**src/rtl/cmd_rw_scheduler.sv**
```systemverilog
// Command scheduler between NBANK bank machines, the refresher and the DFI
// command path. Round-robin grant within the current bus direction, with
// time-budgeted READ/WRITE phases separated by RTW/WTR turnaround states.
// Optional build macro CMD_SCHED_TURNAROUND_CNT_EN adds a saturating count of
// turnaround entries on output turnaround_cnt.
module cmd_rw_scheduler #(
    parameter int unsigned NBANK = 8,
    parameter int unsigned CNT_W = 8
) (
    input  logic                     clk,
    input  logic                     rst,
    input  logic [NBANK-1:0]         bank_valid,
    input  logic [NBANK-1:0]         bank_is_read,
    input  logic [NBANK-1:0]         bank_is_write,
    output logic [NBANK-1:0]         bank_ready,
    input  logic                     cmd_ready,
    input  logic                     ref_valid,
    output logic                     ref_ready,
    output logic                     sel_valid,
    output logic [$clog2(NBANK)-1:0] sel_bank,
    output logic                     sel_is_read,
    output logic                     sel_is_write,
    output logic                     dir_write,
    input  logic [CNT_W-1:0]         read_time_cfg,
    input  logic [CNT_W-1:0]         write_time_cfg,
    input  logic [CNT_W-1:0]         rtw_latency_cfg,
    input  logic [CNT_W-1:0]         wtr_latency_cfg
`ifdef CMD_SCHED_TURNAROUND_CNT_EN
    ,
    output logic [15:0]              turnaround_cnt
`endif
);

    localparam int unsigned IdxW = $clog2(NBANK);
    localparam logic [IdxW-1:0] LastIdx = IdxW'(NBANK - 1);

    typedef enum logic [2:0] {
        StRead,
        StWrite,
        StRtw,
        StWtr,
        StRefresh
    } state_e;

    state_e            state_q, state_d;
    logic [CNT_W-1:0]  phase_cnt_q, phase_cnt_d;
    logic [IdxW-1:0]   rr_ptr_q, rr_ptr_d;

    logic [NBANK-1:0]  eligible;
    logic [IdxW-1:0]   cand;
    logic [IdxW-1:0]   grant_idx;
    logic              grant_found;
    logic              grant_en;
    logic              handshake;
    logic              any_rd;
    logic              any_wr;
    logic [CNT_W-1:0]  cnt_inc;

    // Reset gates the grant so no handshake can leak out while rst is low.
    assign grant_en  = rst & cmd_ready & ~ref_valid;
    assign handshake = grant_en & grant_found;
    assign any_rd    = |(bank_valid & bank_is_read);
    assign any_wr    = |(bank_valid & bank_is_write);
    assign cnt_inc   = (&phase_cnt_q) ? phase_cnt_q : phase_cnt_q + 1'b1;

    // Eligibility by direction and round-robin search starting at rr_ptr.
    always_comb begin
        eligible = '0;
        case (state_q)
            StRead:  eligible = bank_valid & ~bank_is_write;
            StWrite: eligible = bank_valid & ~bank_is_read;
            default: eligible = '0;
        endcase
        grant_found = 1'b0;
        grant_idx   = '0;
        cand        = '0;
        for (int unsigned i = 0; i < NBANK; i++) begin
            cand = IdxW'((32'(rr_ptr_q) + i) % NBANK);
            if (!grant_found && eligible[cand]) begin
                grant_found = 1'b1;
                grant_idx   = cand;
            end
        end
    end

    // State, phase counter and round-robin pointer registers.
    always_ff @(posedge clk or negedge rst) begin
        if (!rst) begin
            state_q     <= StRead;
            phase_cnt_q <= '0;
            rr_ptr_q    <= '0;
        end else begin
            state_q     <= state_d;
            phase_cnt_q <= phase_cnt_d;
            rr_ptr_q    <= rr_ptr_d;
        end
    end

    // Next state: refresh first, then direction switch, then budget counting.
    always_comb begin
        state_d     = state_q;
        phase_cnt_d = phase_cnt_q;
        rr_ptr_d    = rr_ptr_q;
        if (handshake) begin
            rr_ptr_d = (grant_idx == LastIdx) ? '0 : grant_idx + 1'b1;
        end
        case (state_q)
            StRead: begin
                if (ref_valid) begin
                    state_d = StRefresh;
                end else if (any_wr && ((phase_cnt_q >= read_time_cfg) || !any_rd)) begin
                    state_d     = StRtw;
                    phase_cnt_d = rtw_latency_cfg;
                end else begin
                    phase_cnt_d = cnt_inc;
                end
            end
            StWrite: begin
                if (ref_valid) begin
                    state_d = StRefresh;
                end else if (any_rd && ((phase_cnt_q >= write_time_cfg) || !any_wr)) begin
                    state_d     = StWtr;
                    phase_cnt_d = wtr_latency_cfg;
                end else begin
                    phase_cnt_d = cnt_inc;
                end
            end
            StRtw: begin
                if (phase_cnt_q == '0) begin
                    state_d     = StWrite;
                    phase_cnt_d = '0;
                end else begin
                    phase_cnt_d = phase_cnt_q - 1'b1;
                end
            end
            StWtr: begin
                if (phase_cnt_q == '0) begin
                    state_d     = StRead;
                    phase_cnt_d = '0;
                end else begin
                    phase_cnt_d = phase_cnt_q - 1'b1;
                end
            end
            StRefresh: begin
                if (!ref_valid) begin
                    state_d     = StRead;
                    phase_cnt_d = '0;
                end
            end
            default: begin
                state_d     = StRead;
                phase_cnt_d = '0;
            end
        endcase
    end

    // Outputs: one-hot accept and selected command description.
    always_comb begin
        bank_ready   = '0;
        sel_valid    = handshake;
        sel_bank     = '0;
        sel_is_read  = 1'b0;
        sel_is_write = 1'b0;
        if (handshake) begin
            bank_ready[grant_idx] = 1'b1;
            sel_bank              = grant_idx;
            sel_is_read           = bank_is_read[grant_idx];
            sel_is_write          = bank_is_write[grant_idx];
        end
        dir_write = (state_q == StWrite) || (state_q == StRtw);
        ref_ready = (state_q == StRefresh);
    end

`ifdef CMD_SCHED_TURNAROUND_CNT_EN
    logic turn_entry;
    assign turn_entry = ((state_d == StRtw) && (state_q != StRtw)) ||
                        ((state_d == StWtr) && (state_q != StWtr));

    // Saturating count of entries into either turnaround state.
    always_ff @(posedge clk or negedge rst) begin
        if (!rst) begin
            turnaround_cnt <= '0;
        end else if (turn_entry && (turnaround_cnt != 16'hFFFF)) begin
            turnaround_cnt <= turnaround_cnt + 16'd1;
        end
    end
`endif

endmodule
```
**config.mk**
```make
export PLATFORM = sky130hd
export DESIGN_NAME = cmd_rw_scheduler
export DESIGN_NICKNAME = d
export VERILOG_FILES = /design/src/rtl/cmd_rw_scheduler.sv
export SDC_FILE = /design/constraint.sdc
export NUM_CORES = 1
export LEC_CHECK = 0
export ABC_AREA = 0
export ABC_CLOCK_PERIOD_IN_PS = 4600
export BUFFER_PORTS_ARGS = -buffer_cell sky130_fd_sc_hd__buf_4
export CAP_MARGIN = 20
export CORE_MARGIN = 2
export CORE_UTILIZATION = 56
export DETAILED_ROUTE_END_ITERATION = 8
export PLACE_DENSITY = 0.82
export SYNTH_ARGS = -nofsm -noshare
export SYNTH_HDL_FRONTEND = slang
export SYNTH_SLANG_ARGS = --single-unit
```
**constraint.sdc**
```tcl
create_clock -name clk -period 4.6 [get_ports clk]
set_clock_uncertainty 0.2 [all_clocks]
set_input_delay 0.69 -clock clk [delete_from_list [all_inputs] [get_ports clk]]
set_output_delay 0.69 -clock clk [all_outputs]
set_load 0.05 [all_outputs]
```
; ---- Yosys cells after proc, flatten, opt, wreduce, memory -nomap -nowiden
; Cells that the tools add are included.
; Widths: inputs -> output; s select.
[word_totals]
regBits = 14
inputBits = 60
word_cells = 137
[classes]
n_eq_ne = 12
n_reduce_logical = 30
n_addsub = 10
muxes = 60
bitwise = 10
order_cmp = 12
[op_table]
columns = cell, n
row1 = $mux 8, 8
row2 = $mux 3, 17
row3 = $lt 3x4->1 const B, 9
row4 = $and 8x8->8, 4
row5 = $pmux 8 s4, 1
row6 = $bmux 1 s3, 10
row7 = $mux 1, 21
row8 = $ge 8x8->1, 2
row9 = $not 8->8, 2
row10 = $pmux 8 s2, 1
row11 = $reduce_or 8->1, 2
row12 = $pmux 3 s5, 1
row13 = $add 3x3->3 const B, 4
row14 = $logic_and 1x1->1, 10
row15 = $ne 2x2->1 const B, 5
row16 = $logic_not 1->1, 9
row17 = $add 8x1->8 const B, 1
row18 = $logic_not 8->1, 1
row19 = $reduce_and 8->1, 1
row20 = $sub 8x1->8 const B, 1
row21 = $add 3x1->3 const B, 2
row22 = $add 3x2->3 const B, 2
row23 = $eq 3x2->1 const B, 2
row24 = $eq 3x3->1 const B, 2
row25 = other kinds (11), 16

; ---- Longest topological paths before layout
; Gate-level depths: netlist of run 1.
[logic_depth]
word_depth = 32
mapped_depth = 16

; ---- Worst setup path after synthesis of run 1
; OpenSTA, ideal clock, no wires.
[synth_path]
kind = register to output
from = register rr_ptr_q[1]
to = output port sel_is_read
setup_slack_ns = -0.390
required_time_ns = 3.710
t_arrival_ns = 4.100
stages_incl_launch_ff = 16
n_path_buf = 3
cell_sequence = dfrtp_1 -> buf_2 -> inv_1 -> ha_1 -> or3b_1 -> buf_2 -> nor2_1 -> a221oi_1 -> o211a_1 -> o21ai_2 -> or2_1 -> nor3b_1 -> nor3_1 -> buf_2 -> o21ai_1 -> nor3_1
[synth_via]
word_cells_on_any_way = 57
[synth_rtl]
columns = item, line_no
row1 = from (decl), 47  ; logic [IdxW-1:0] rr_ptr_q, rr_ptr_d;
row2 = from (signal assigned), 95  ; rr_ptr_q <= rr_ptr_d;
row3 = branches (longest 23 deep; another with $add 3x1->3), --
row4 = $mux 1 *, 79  ; if (!grant_found && eligible[cand]) begin
row5 = $and 1x1->1 *, 61  ; assign handshake = grant_en & grant_found;
row6 = via sel_valid, 19  ; output logic sel_valid,
row7 = $mux 1 *, 164  ; if (handshake) begin
row8 = to (decl), 21  ; output logic sel_is_read,
; Mark *: on every way through the listed nets, which the timed path passes. The select of a mux whose other input is x is not followed.

; ---- Worst setup path after layout of run 1
[layout_path]
from = register rr_ptr_q[1]
to = output port bank_ready[4]
[layout_via]
elab_chain_cells = 29
word_cells_on_any_way = 60
[layout_lines]
columns = item, line_no
row1 = branches (longest 28 deep; another with $add 3x1->3), --
row2 = $mux 8 *, 164
row3 = to (decl), 15  ; output logic [NBANK-1:0] bank_ready,
; Every way passes the cells marked *. The select of a mux whose other input is x is not followed.

==> results.md, run 1 <==
* Outcome: finished, violations left
* Failing checks: negative setup slack
* Routed vias/inst at 7.024
* Total number of yosys warnings at 0
* Detailed Routing Iterations Pass 1 at 6
* Peak supply drop at 0.4946 mV
* Worst-margin pin slew at 0.6214 ns
* Max-slew headroom at 0.5819
* Cell variety after synth at 82
* Leak Pwr at 0.002119 uW
* Total number of vias at 4341
* Worst Slack Setup Final at -0.0002010 ns
* Final wirelength at 13740 um
* Antenna violations before repair at 0
* Max Cap Violations at 0
* Post-DP HPWL at 10160 um
* RePlAce Congestion at 1.014
* Tmin final at 4.600 ns
* Largest net degree at the start of global routing at 22
* Clk slew on worst S/H paths at 0.06 ns
* Post-route setup TNS at -0.0002010 ns
* Number of I/O pins at 76
* Achievable Freq at 217.4 MHz
* DRT antenna net count at 0
* Register area share after synthesis at 0.1036
* Post-Syn Nets at 518
* Top cell type's share of synthesized area at 0.1036
* Count leader, synth: nand2_1
* Max Slew Vio Count at 0
* IO Port Bufs at 75
* Post-Synthesis Cells at 435
* Top FF cell, synth: dfrtp_1
* Root buffer cell: clkbuf_8
* Die Y-Extent at 81.71 um
* Endpoints failing setup at 1
* Drt wl/cell at 22.24 um
* Post-layout util at 0.7836
* Die width at 81.71 um
* Crit path max fanout at 8
* H-tree Lvls at 1
* Layout area overhead at 36.37%
* Synth cell count leaders: nand2_1, nor2_1, inv_1, o21ai_0, ha_1
* Gr ovfl total at 0
* Worst-case clock buffer depth at 2
* Place WS at -0.1540 ns
* CTS sink count at 14
* CTS tree: built
* Initial Util at 0.5746
* Asr flop ratio synth at 1.000
* # hold bufs at CTS at 0
* Largest area contributor in the netlist: dfrtp_1
* Clock Latency Late Sink at 0.25 ns
* Final #Nets at 628
* Share of layout cells above drive strength 1 at 0.3702
* Top post-synthesis cells by area: dfrtp_1, ha_1, mux2i_1
* Drt drc at 0
* Global-route wire length before repair at 19190 um
* CP endpoint kind: primary output
* Cell Count, Final, Fillers Out at 618
* Worst hold path type: input port to async pin
* Total track usage at 0.3721
* Total CTS buffers at 3
* Post-synthesis register bit count at 14
* Final hold viol count at 0
* Vias in the first global route at 3846
* CP Launch Type: flip-flop
* CP required at 3.71 ns
* Row cnt at 28
* DRT iter0 DRCs at 429
* Die area at 6677 um2
* Post-synth EDFFs at 0
* Antenna diodes at 0
* Final period util at 1.000
* CP arrival at 3.71 ns
* Avg Synthesized Cell Area at 7.775 um2
* Cells after DPL at 606
* Synth Cell Area at 3382 um2
* Core Region at 5886 um2
* Power density over the cells at 858.6 nW/um2
* Worst setup path class: flip-flop to primary output
[metrics by stage]
step                      hold slack [ns]  instance area [um2]  total power, uW
after detailed placement           0.3592                 4247             3251
final                             0.08767                 4612             3960
after floorplan                    0.1944                 3398             2282
after CTS                         0.09489                 4294             3374
after global placement             0.3616                 4247             3225
after global routing               0.1024                 4612             4143
[cell type report]
cell class,count,area (um2)
multi-input combinational,372,3024
timing repair buffer,125,992.2
inverter,29,108.9
tap,75,93.84
clock buffer,3,41.29
sequential,14,351.6
fill,401,1274
[critical path: stages (launching register included)]
cell      delay (ns)
dfrtp_1         0.42
inv_2           0.07
ha_2            0.36
or3b_4          0.44
nor2_1          0.21
a21boi_1        0.33
a221oi_2        0.09
nand2_1         0.11
buf_4           0.10
buf_4           0.11
nor3_2          0.05
o31a_4          0.34
buf_6           0.16
nand2b_2        0.24
nor2_1          0.18
buf_4           0.23
[kinds of logic after synthesis]
group                    Yosys count  share of synthesized area
AO/OA/AOI/OAI                    149                     0.3559
XOR/XNOR                           8                    0.02294
adder cells (fa/ha/maj)           23                    0.08509
buffers and inverters             49                    0.06659
flip-flops                        14                     0.1036
multiplexers                      37                     0.1302
AND/OR/NAND/NOR                  155                     0.2357
[worst paths after layout]
path                           startpoint  slack [ns]  cells after the start              to
max in group asynchronous             rst        3.91                      1      state_q[0]
setup / recovery              rr_ptr_q[1]     -0.0002                     15   bank_ready[4]
min in group clk           phase_cnt_q[1]        0.51                      2  phase_cnt_q[1]
hold / removal                        rst        0.09                      1  phase_cnt_q[1]
setup reg to reg               state_q[0]        0.80                     17     rr_ptr_q[1]
hold reg to reg            phase_cnt_q[1]        0.51                      2  phase_cnt_q[1]
[registers in the layout, summed over array words and instances, names as in the netlist]
name         flops
phase_cnt_q      8
rr_ptr_q         3
state_q          3
[power by group]
group,internal (uW),total [uW],switching (uW)
logic,1620,3530,1910
registers,175,324,150
clock network,58.1,107,48.7
total,1860,3960,2100
[cells in the final DEF (no fill, tap or decap), types with 9 or more instances in the layout]
| master | instances |
|---|---|
| a21o_1 | 12 |
| a21oi_1 | 11 |
| a22oi_1 | 11 |
| buf_4 | 113 |
| buf_6 | 11 |
| dfrtp_1 | 13 |
| ha_1 | 21 |
| inv_1 | 27 |
| mux2i_1 | 15 |
| nand2_1 | 37 |
| nand3_1 | 12 |
| nor2_1 | 28 |
| nor2b_1 | 9 |
| nor3_1 | 10 |
| o211ai_1 | 11 |
| o21ai_0 | 25 |
[repair_timing]
action                     4_1_cts  5_1_grt
setup endpoints to repair       12       11
pin swaps                        0       13
resized for setup                2       47
setup buffers                    0        9
[routing by layer]
layer	GRT usage	part of all wire	vias to the layer above	wire length [um]
li1	-	-	1883	-
met1	0.5070	0.40	2037	5502
met2	0.6123	0.44	358	6031
met3	0.07582	0.13	63	1756
met4	0.07167	0.033	0	453
met5	0	0	-	0
(Power assumes the default switching activity.)
==> inputs of run 2 (changes only) <==
--- a/config.mk
+++ b/config.mk
@@ -9,6 +9,7 @@
 export ABC_CLOCK_PERIOD_IN_PS = 4600
 export BUFFER_PORTS_ARGS = -buffer_cell sky130_fd_sc_hd__buf_4
 export CAP_MARGIN = 20
+export CORE_ASPECT_RATIO = 0.8
 export CORE_MARGIN = 2
 export CORE_UTILIZATION = 56
 export DETAILED_ROUTE_END_ITERATION = 8
==> run 2 against run 1 <==
Maximum frequency rose by 2.5%. Largest power group unchanged. Die area barely moved. First-iteration DRC count fell by 9.1%. Non-clock buffer count fell by 21. Largest cell class unchanged. Critical path type unchanged. Register-to-register slack improved by 0.09 ns. Combinational power fell by 15%. Critical endpoint is now sel_is_write. Cell count fell by 2.1%. Sequential share of layout area rose by 0.39 points. The run now ends clean.
==> results.md, run 2 (synthesis results as in run 1) <==
* CTS tree: built (unchanged)
* Most frequent CP cell: buf_12 (was buf_4)
* Reg power frac at 0.091 (was 0.082)
* Worst setup path class: flip-flop to primary output (unchanged)
* Comb power frac at 0.873 (was 0.891)
* Worst hold path type: input port to async pin (unchanged)
* RSZ-0062 raised after global routing: true
* IO Port Bufs at 75 (unchanged)
* Row cnt at 25 (was 28)
* Delay-heaviest family, CP: compound AO/OA/AOI/OAI gates (was simple AND/OR/NAND/NOR gates)
* Share of layout cells above drive strength 1 at 0.3359 (was 0.3702)
* Clock Latency Late Sink at 0.25 ns (about the same)
* Max Slew Vio Count at 0 (unchanged)
* # hold bufs at CTS at 0 (unchanged)
* P_int at 1546 uW (was 1856 uW)
* Die area at 6681 um2 (was 6677 um2)
* Tmin final at 4.488 ns (was 4.600 ns)
* Number of I/O pins at 76 (unchanged)
* Vias in the first global route at 3489 (was 3846)
* Crit path max fanout at 8 (unchanged)
* Achievable Freq at 222.8 MHz (was 217.4 MHz)
* CP required at 3.71 ns (about the same)
* Antenna diodes at 0 (unchanged)
* H-tree Lvls at 1 (unchanged)
* Layout area overhead at 30.23% (was 36.37%)
* Worst reg2reg path startpoint: phase_cnt_q[0] (was state_q[0])
* Critical path depth at 13 (was 15)
* Total track usage at 0.3384 (was 0.3721)
* Initial Util at 0.5751 (was 0.5746)
* Total CTS buffers at 3 (unchanged)
* Detailed Routing Iterations Pass 1 at 7 (was 6)
* Largest register FFs at 8 (unchanged)
* Drt wl/cell at 19.48 um (was 22.24 um)
* Final hold viol count at 0 (unchanged)
* CP arrival at 3.60 ns (was 3.71 ns)
* Die width at 90.89 um (was 81.71 um)
* Final period util at 0.9757 (was 1.000)
* Worst-case clock buffer depth at 2 (unchanged)
* Routed vias/inst at 6.628 (was 7.024)
* Most frequent cells in the layout: buf_4, nand2_1, nor2_1 (unchanged)
* Slowest-stage cell, CP: dfrtp_2 (was or3b_4)
* R2r setup slk at 0.89 ns (was 0.80 ns)
* R2R depth at 12 (was 17)
* Endpoints failing setup at 0 (was 1)
* Drt drc at 0 (unchanged)
* CTS sink count at 14 (unchanged)
* Max Cap Violations at 0 (unchanged)
* RePlAce Congestion at 0.9932 (was 1.014)
* Switch Pwr at 1900 uW (was 2104 uW)
* Post-layout util at 0.7489 (was 0.7836)
* Max-slew headroom at 0.5614 (was 0.5819)
* Largest net degree at the start of global routing at 20 (was 22)
* Leak Pwr at 0.002011 uW (was 0.002119 uW)
* Fin Hold WS at 0.08726 ns (was 0.08767 ns)
* Antenna violations before repair at 0 (unchanged)
* Worst path cell trace: buf_12, buf_12, mux2i_2, a32oi_2, o22a_2, o211a_1, o211ai_1, o21a_1, o31a_4, mux2_1, o21ai_1, nor3_2, buf_4 (was inv_2, ha_2, or3b_4, nor2_1, a21boi_1, a221oi_2, nand2_1, buf_4, buf_4, nor3_2, o31a_4, buf_6, nand2b_2, nor2_1, buf_4)
* Clk slew on worst S/H paths at 0.06 ns (about the same)
* Post-DP HPWL at 9271 um (was 10160 um)
* CP Launch Type: flip-flop (unchanged)
* Clock network power share at 0.036 (was 0.027)
* Commonest non-fill, non-tap cell in the layout: buf_4 (unchanged)
* Bufs and invs on worst path at 3 (was 5)
* Outcome: finished clean (was finished, violations left)
* CP endpoint kind: primary output (unchanged)
* Delay of the slowest critical-path stage at 0.41 ns (was 0.44 ns)
* Power density over the cells at 782.5 nW/um2 (was 858.6 nW/um2)
* Die Y-Extent at 73.51 um (was 81.71 um)
* Biggest register: phase_cnt_q (unchanged)
* Core Region at 5881 um2 (was 5886 um2)
* Global-route wire length before repair at 18290 um (was 19190 um)
* Total number of vias at 4010 (was 4341)
* Biggest regs: phase_cnt_q (8), rr_ptr_q (3), state_q (3) (unchanged)
* Gr ovfl total at 0 (unchanged)
* DRT iter0 DRCs at 390 (was 429)
* Worst-margin pin slew at 0.6519 ns (was 0.6214 ns)
* DRT antenna net count at 0 (unchanged)
* Final wirelength at 11790 um (was 13740 um)
* Peak supply drop at 0.6673 mV (was 0.4946 mV)
* Reg-to-Reg End: phase_cnt_q[0] (was rr_ptr_q[1])
* Final #Nets at 608 (was 628)
* Root buffer cell: clkbuf_8 (unchanged)
* Sw Ratio at 0.5514 (was 0.5313)
==> run 2: cell count changes in the layout (fill, tap and decap cells not counted), moves of 3 or more <==
cell / before / now
mux2i_4: 7 / 4
buf_4: 113 / 102
mux2i_2: 1 / 4
nor2_1: 28 / 32
nor2_2: 3 / 0
buf_6: 11 / 0
==> run 2: repair_timing <==
item                                    4_1_cts  5_1_grt
cloned                                        0        1
endpoints found under the setup margin       13       11
resized for setup                             3       22
pin swaps                                     1        9
hold endpoints to repair                      0        0
setup buffers                                 0        5
==> run 2: area by class of cell <==
type / count / area [um2]
flip-flops and latches: 14 / 352.8
inverters: 29 / 108.9
fillers: 462 / 1476
well taps: 81 / 101.3
multi-input cells: 373 / 2980
repair buffers: 104 / 805.8
clock buffers: 4 / 55.05
==> run 2: worst max path at each step <==
stage	from	end	slack (ns)
floorplan	rr_ptr_q[1]	bank_ready[1]	-0.10
global placement	state_q[0]	bank_ready[5]	0.08
detailed placement	bank_is_read[3]	bank_ready[5]	-0.13
CTS	rr_ptr_q[0]	sel_is_write	0.05
global route	state_q[0]	sel_is_write	-0.06
finish	state_q[0]	sel_is_write	0.11
==> run 2: metrics by stage <==
step | area [um2] | cells | setup WS (ns) | TNS, ns | total power [uW]
2_1_floorplan | 3398 | 435 | -0.1040 | -0.4032 | 2282
3_3_place_gp | 4139 | 595 | 0.07898 | 0 | 2984
3_5_place_dp | 4139 | 595 | -0.1261 | -0.4525 | 3014
4_1_cts | 4207 | 599 | 0.04546 | 0 | 3161
5_1_grt | 4404 | 605 | -0.06269 | -0.1089 | 3688
6_report | 4404 | 605 | 0.1116 | 0 | 3447
==> run 2: power groups by stage <==
stage                     logic (uW)  registers [uW]  clock network (uW)
final                           3010             312                 124
after global routing            3240             319                 130
after CTS                       2730             304                 125
after detailed placement        2710             305                   0
after global placement          2680             304                   0
after floorplan                 2060             223                   0
==> run 2: routing by layer <==
layer  vias to the layer above  global-route usage  share of wire  wire (um)
li1                       1856                   -              -          -
met1                      1870              0.5311           0.46       5457
met2                       259              0.4851           0.40       4773
met3                        25             0.06256           0.12       1364
met4                         0             0.05219          0.016        189
met5                         -                   0              0          0
==> inputs of run 3 (changes only) <==
--- a/config.mk
+++ b/config.mk
@@ -6,14 +6,15 @@
 export NUM_CORES = 1
 export LEC_CHECK = 0
 export ABC_AREA = 0
-export ABC_CLOCK_PERIOD_IN_PS = 4600
+export ABC_CLOCK_PERIOD_IN_PS = 5800
 export BUFFER_PORTS_ARGS = -buffer_cell sky130_fd_sc_hd__buf_4
 export CAP_MARGIN = 20
 export CORE_ASPECT_RATIO = 0.8
 export CORE_MARGIN = 2
-export CORE_UTILIZATION = 56
+export CORE_UTILIZATION = 60
+export CTS_CLUSTER_SIZE = 14
 export DETAILED_ROUTE_END_ITERATION = 8
-export PLACE_DENSITY = 0.82
+export PLACE_DENSITY = 0.87
 export SYNTH_ARGS = -nofsm -noshare
 export SYNTH_HDL_FRONTEND = slang
 export SYNTH_SLANG_ARGS = --single-unit
==> constraint.sdc (replaced) <==
create_clock -name clk -period 5.8 [get_ports clk]
set_clock_uncertainty 0.2 [all_clocks]
set_input_delay 0.87 -clock clk [delete_from_list [all_inputs] [get_ports clk]]
set_output_delay 0.87 -clock clk [all_outputs]
set_load 0.05 [all_outputs]
==> run 3 against run 2 <==
The run now ends with design-rule violations left. Clock power decreased by 22%. Register-to-register slack improved by 0.64 ns. Highest routed layer unchanged. Via count is 2.2% lower. Sequential cell count did not move. Power shrank 31%. Non-clock buffer count shrank 28. Sequential share of layout area rose by 0.80 points. Worst setup slack gained 0.30 ns. Critical path depth did not move. Hold slack improved by 0.18 ns. Clock-buffer cell count stayed put.
==> results.md, run 3 (synthesis results as in run 1) <==
* CTS resizes at 0 (was 3)
* Clk slew on worst S/H paths at 0.06 ns (about the same)
* Cell Count, Final, Fillers Out at 573 (was 605)
* Commonest non-fill, non-tap cell in the layout: buf_4 (unchanged)
* Reg-to-Reg End: rr_ptr_q[2] (was phase_cnt_q[0])
* Final wirelength at 11220 um (was 11790 um)
* DRT antenna net count at 0 (unchanged)
* Biggest register: phase_cnt_q (unchanged)
* Final period util at 0.9292
* Gr ovfl total at 0 (unchanged)
* Vias in the first global route at 3516 (was 3489)
* RSZ-0062 raised after global routing: false (was true)
* Power density over the cells at 596.1 nW/um2 (was 782.5 nW/um2)
* Post-route setup TNS at 0 ns (unchanged)
* Placed Area at 3934 um2 (was 4139 um2)
* IO Port Bufs at 75 (unchanged)
* Max Cap Violations at 0 (unchanged)
* CTS tree: built (unchanged)
* Layout area overhead at 17.98% (was 30.23%)
* Post-CTS Setup Bufs at 0 (unchanged)
* Number of I/O pins at 76 (unchanged)
* R2R depth at 13 (was 12)
* Die width at 87.94 um (was 90.89 um)
* Peak supply drop at 0.4738 mV (was 0.6673 mV)
* Biggest regs: phase_cnt_q (8), rr_ptr_q (3), state_q (3) (unchanged)
* Worst path cell trace: inv_1, ha_1, or3b_1, nor2_1, a221oi_1, o211a_1, o21ai_2, or2_1, o32a_4, nand2b_1, a211oi_1, nor3_1, buf_4 (was buf_12, buf_12, mux2i_2, a32oi_2, o22a_2, o211a_1, o211ai_1, o21a_1, o31a_4, mux2_1, o21ai_1, nor3_2, buf_4)
* Final hold viol count at 0 (unchanged)
* Most frequent cells in the layout: buf_4, nand2_1, nor2_1 (unchanged)
* Detailed Routing Iterations Pass 1 at 9 (was 7)
* Max-slew headroom at 0.2967 (was 0.5614)
* Worst setup path class: flip-flop to primary output (unchanged)
* Total CTS buffers at 3 (unchanged)
* # hold bufs at CTS at 0 (unchanged)
* Core Region at 5435 um2 (was 5881 um2)
* Antenna violations before repair at 0 (unchanged)
* DRT iter0 DRCs at 670 (was 390)
* CP endpoint kind: primary output (unchanged)
* Slowest-stage cell, CP: dfrtp_1 (was dfrtp_2)
* Failing checks: design-rule violations
* Max Slew Vio Count at 0 (unchanged)
* Cells after DPL at 569 (was 595)
* Clock Latency Late Sink at 0.25 ns (about the same)
* CP arrival at 4.32 ns (was 3.60 ns)
* Achievable Freq at 185.6 MHz
* Post-route cell area at 3990 um2 (was 4404 um2)
* Total track usage at 0.3563 (was 0.3384)
* Worst-case clock buffer depth at 2 (unchanged)
* Drt drc at 1 (was 0)
* CP required at 4.73 ns (was 3.71 ns)
* Share of layout cells above drive strength 1 at 0.2586 (was 0.3359)
* RePlAce Congestion at 1.049 (was 0.9932)
* Worst reg2reg path startpoint: rr_ptr_q[1] (was phase_cnt_q[0])
* Total number of vias at 3921 (was 4010)
* Initial Util at 0.6222 (was 0.5751)
* Row cnt at 24 (was 25)
* Worst hold path type: input port to async pin (unchanged)
* Die Y-Extent at 71.15 um (was 73.51 um)
* Drt wl/cell at 19.58 um (was 19.48 um)
* Root buffer cell: clkbuf_8 (unchanged)
* R2r setup slk at 1.53 ns (was 0.89 ns)
* CP Launch Type: flip-flop (unchanged)
* Die area at 6257 um2 (was 6681 um2)
* CTS sink count at 14 (unchanged)
* H-tree Lvls at 1 (unchanged)
* Outcome: finished, violations left (was finished clean)
* Final #Nets at 579 (was 608)
* Delay of the slowest critical-path stage at 0.59 ns (was 0.41 ns)
* Routed vias/inst at 6.843 (was 6.628)
* Antenna diodes at 0 (unchanged)
* Endpoints failing setup at 0 (unchanged)
* Leak Pwr at 0.001845 uW (was 0.002011 uW)
* Largest register FFs at 8 (unchanged)
* Tmin final at 5.389 ns
* Post-DP HPWL at 8791 um (was 9271 um)
* Crit path max fanout at 11 (was 8)
* Global-route wire length before repair at 17530 um (was 18290 um)
* Worst-margin pin slew at 1.055 ns (was 0.6519 ns)
* Largest net degree at the start of global routing at 25 (was 20)
[run 3: worst max path at each step]
stage,slack (ns),depth (start not counted),from,endpoint
floorplan,0.63,15,rr_ptr_q[1],sel_is_read
global placement,0.75,12,rr_ptr_q[0],sel_is_write
detailed placement,0.61,13,rr_ptr_q[0],sel_is_write
CTS,0.33,12,rr_ptr_q[0],sel_is_write
global route,0.21,13,rr_ptr_q[1],sel_is_write
finish,0.41,13,rr_ptr_q[1],sel_is_write
[run 3: where the power goes]
group | internal (uW) | switching [uW]
registers | 138 | 160
clock network | 60.2 | 36.1
logic | 810 | 1170
[run 3: critical path, delay by kind of cell, from the launching register on]
kind	cells	cell delay (ns)
AOI/OAI and AO/OA	5	1.35
adders and majority gates	1	0.45
buffers and inverters	2	0.44
DFF	1	0.59
and+or+nand+nor	5	1.22
[run 3: layout make-up]
cell class / instances / area (um2)
Sequential cell: 14 / 351.6
Multi-Input combinational cell: 372 / 2806
Tap cell: 78 / 97.59
Inverter: 29 / 108.9
Timing Repair Buffer: 76 / 570.5
Fill cell: 443 / 1445
Clock buffer: 4 / 55.05
[run 3: metal layers]
metal / track usage / vias up / routed length (um)
met4: 0.06667 / 0 / 197
met5: 0 / - / 0
met3: 0.07818 / 26 / 1704
li1: - / 1781 / -
met1: 0.5436 / 1787 / 4688
met2: 0.5168 / 327 / 4627
[run 3: per-stage QoR]
step	utilization	total power (uW)	setup slack, ns	hold slack [ns]
after floorplan	-	1794	0.6296	0.3744
after global placement	0.7238	2150	0.7476	0.5378
after detailed placement	0.7238	2199	0.6081	0.5379
after CTS	0.7339	2308	0.3278	0.2696
after global routing	0.7341	2531	0.2082	0.2789
final	0.7341	2379	0.4106	0.2694
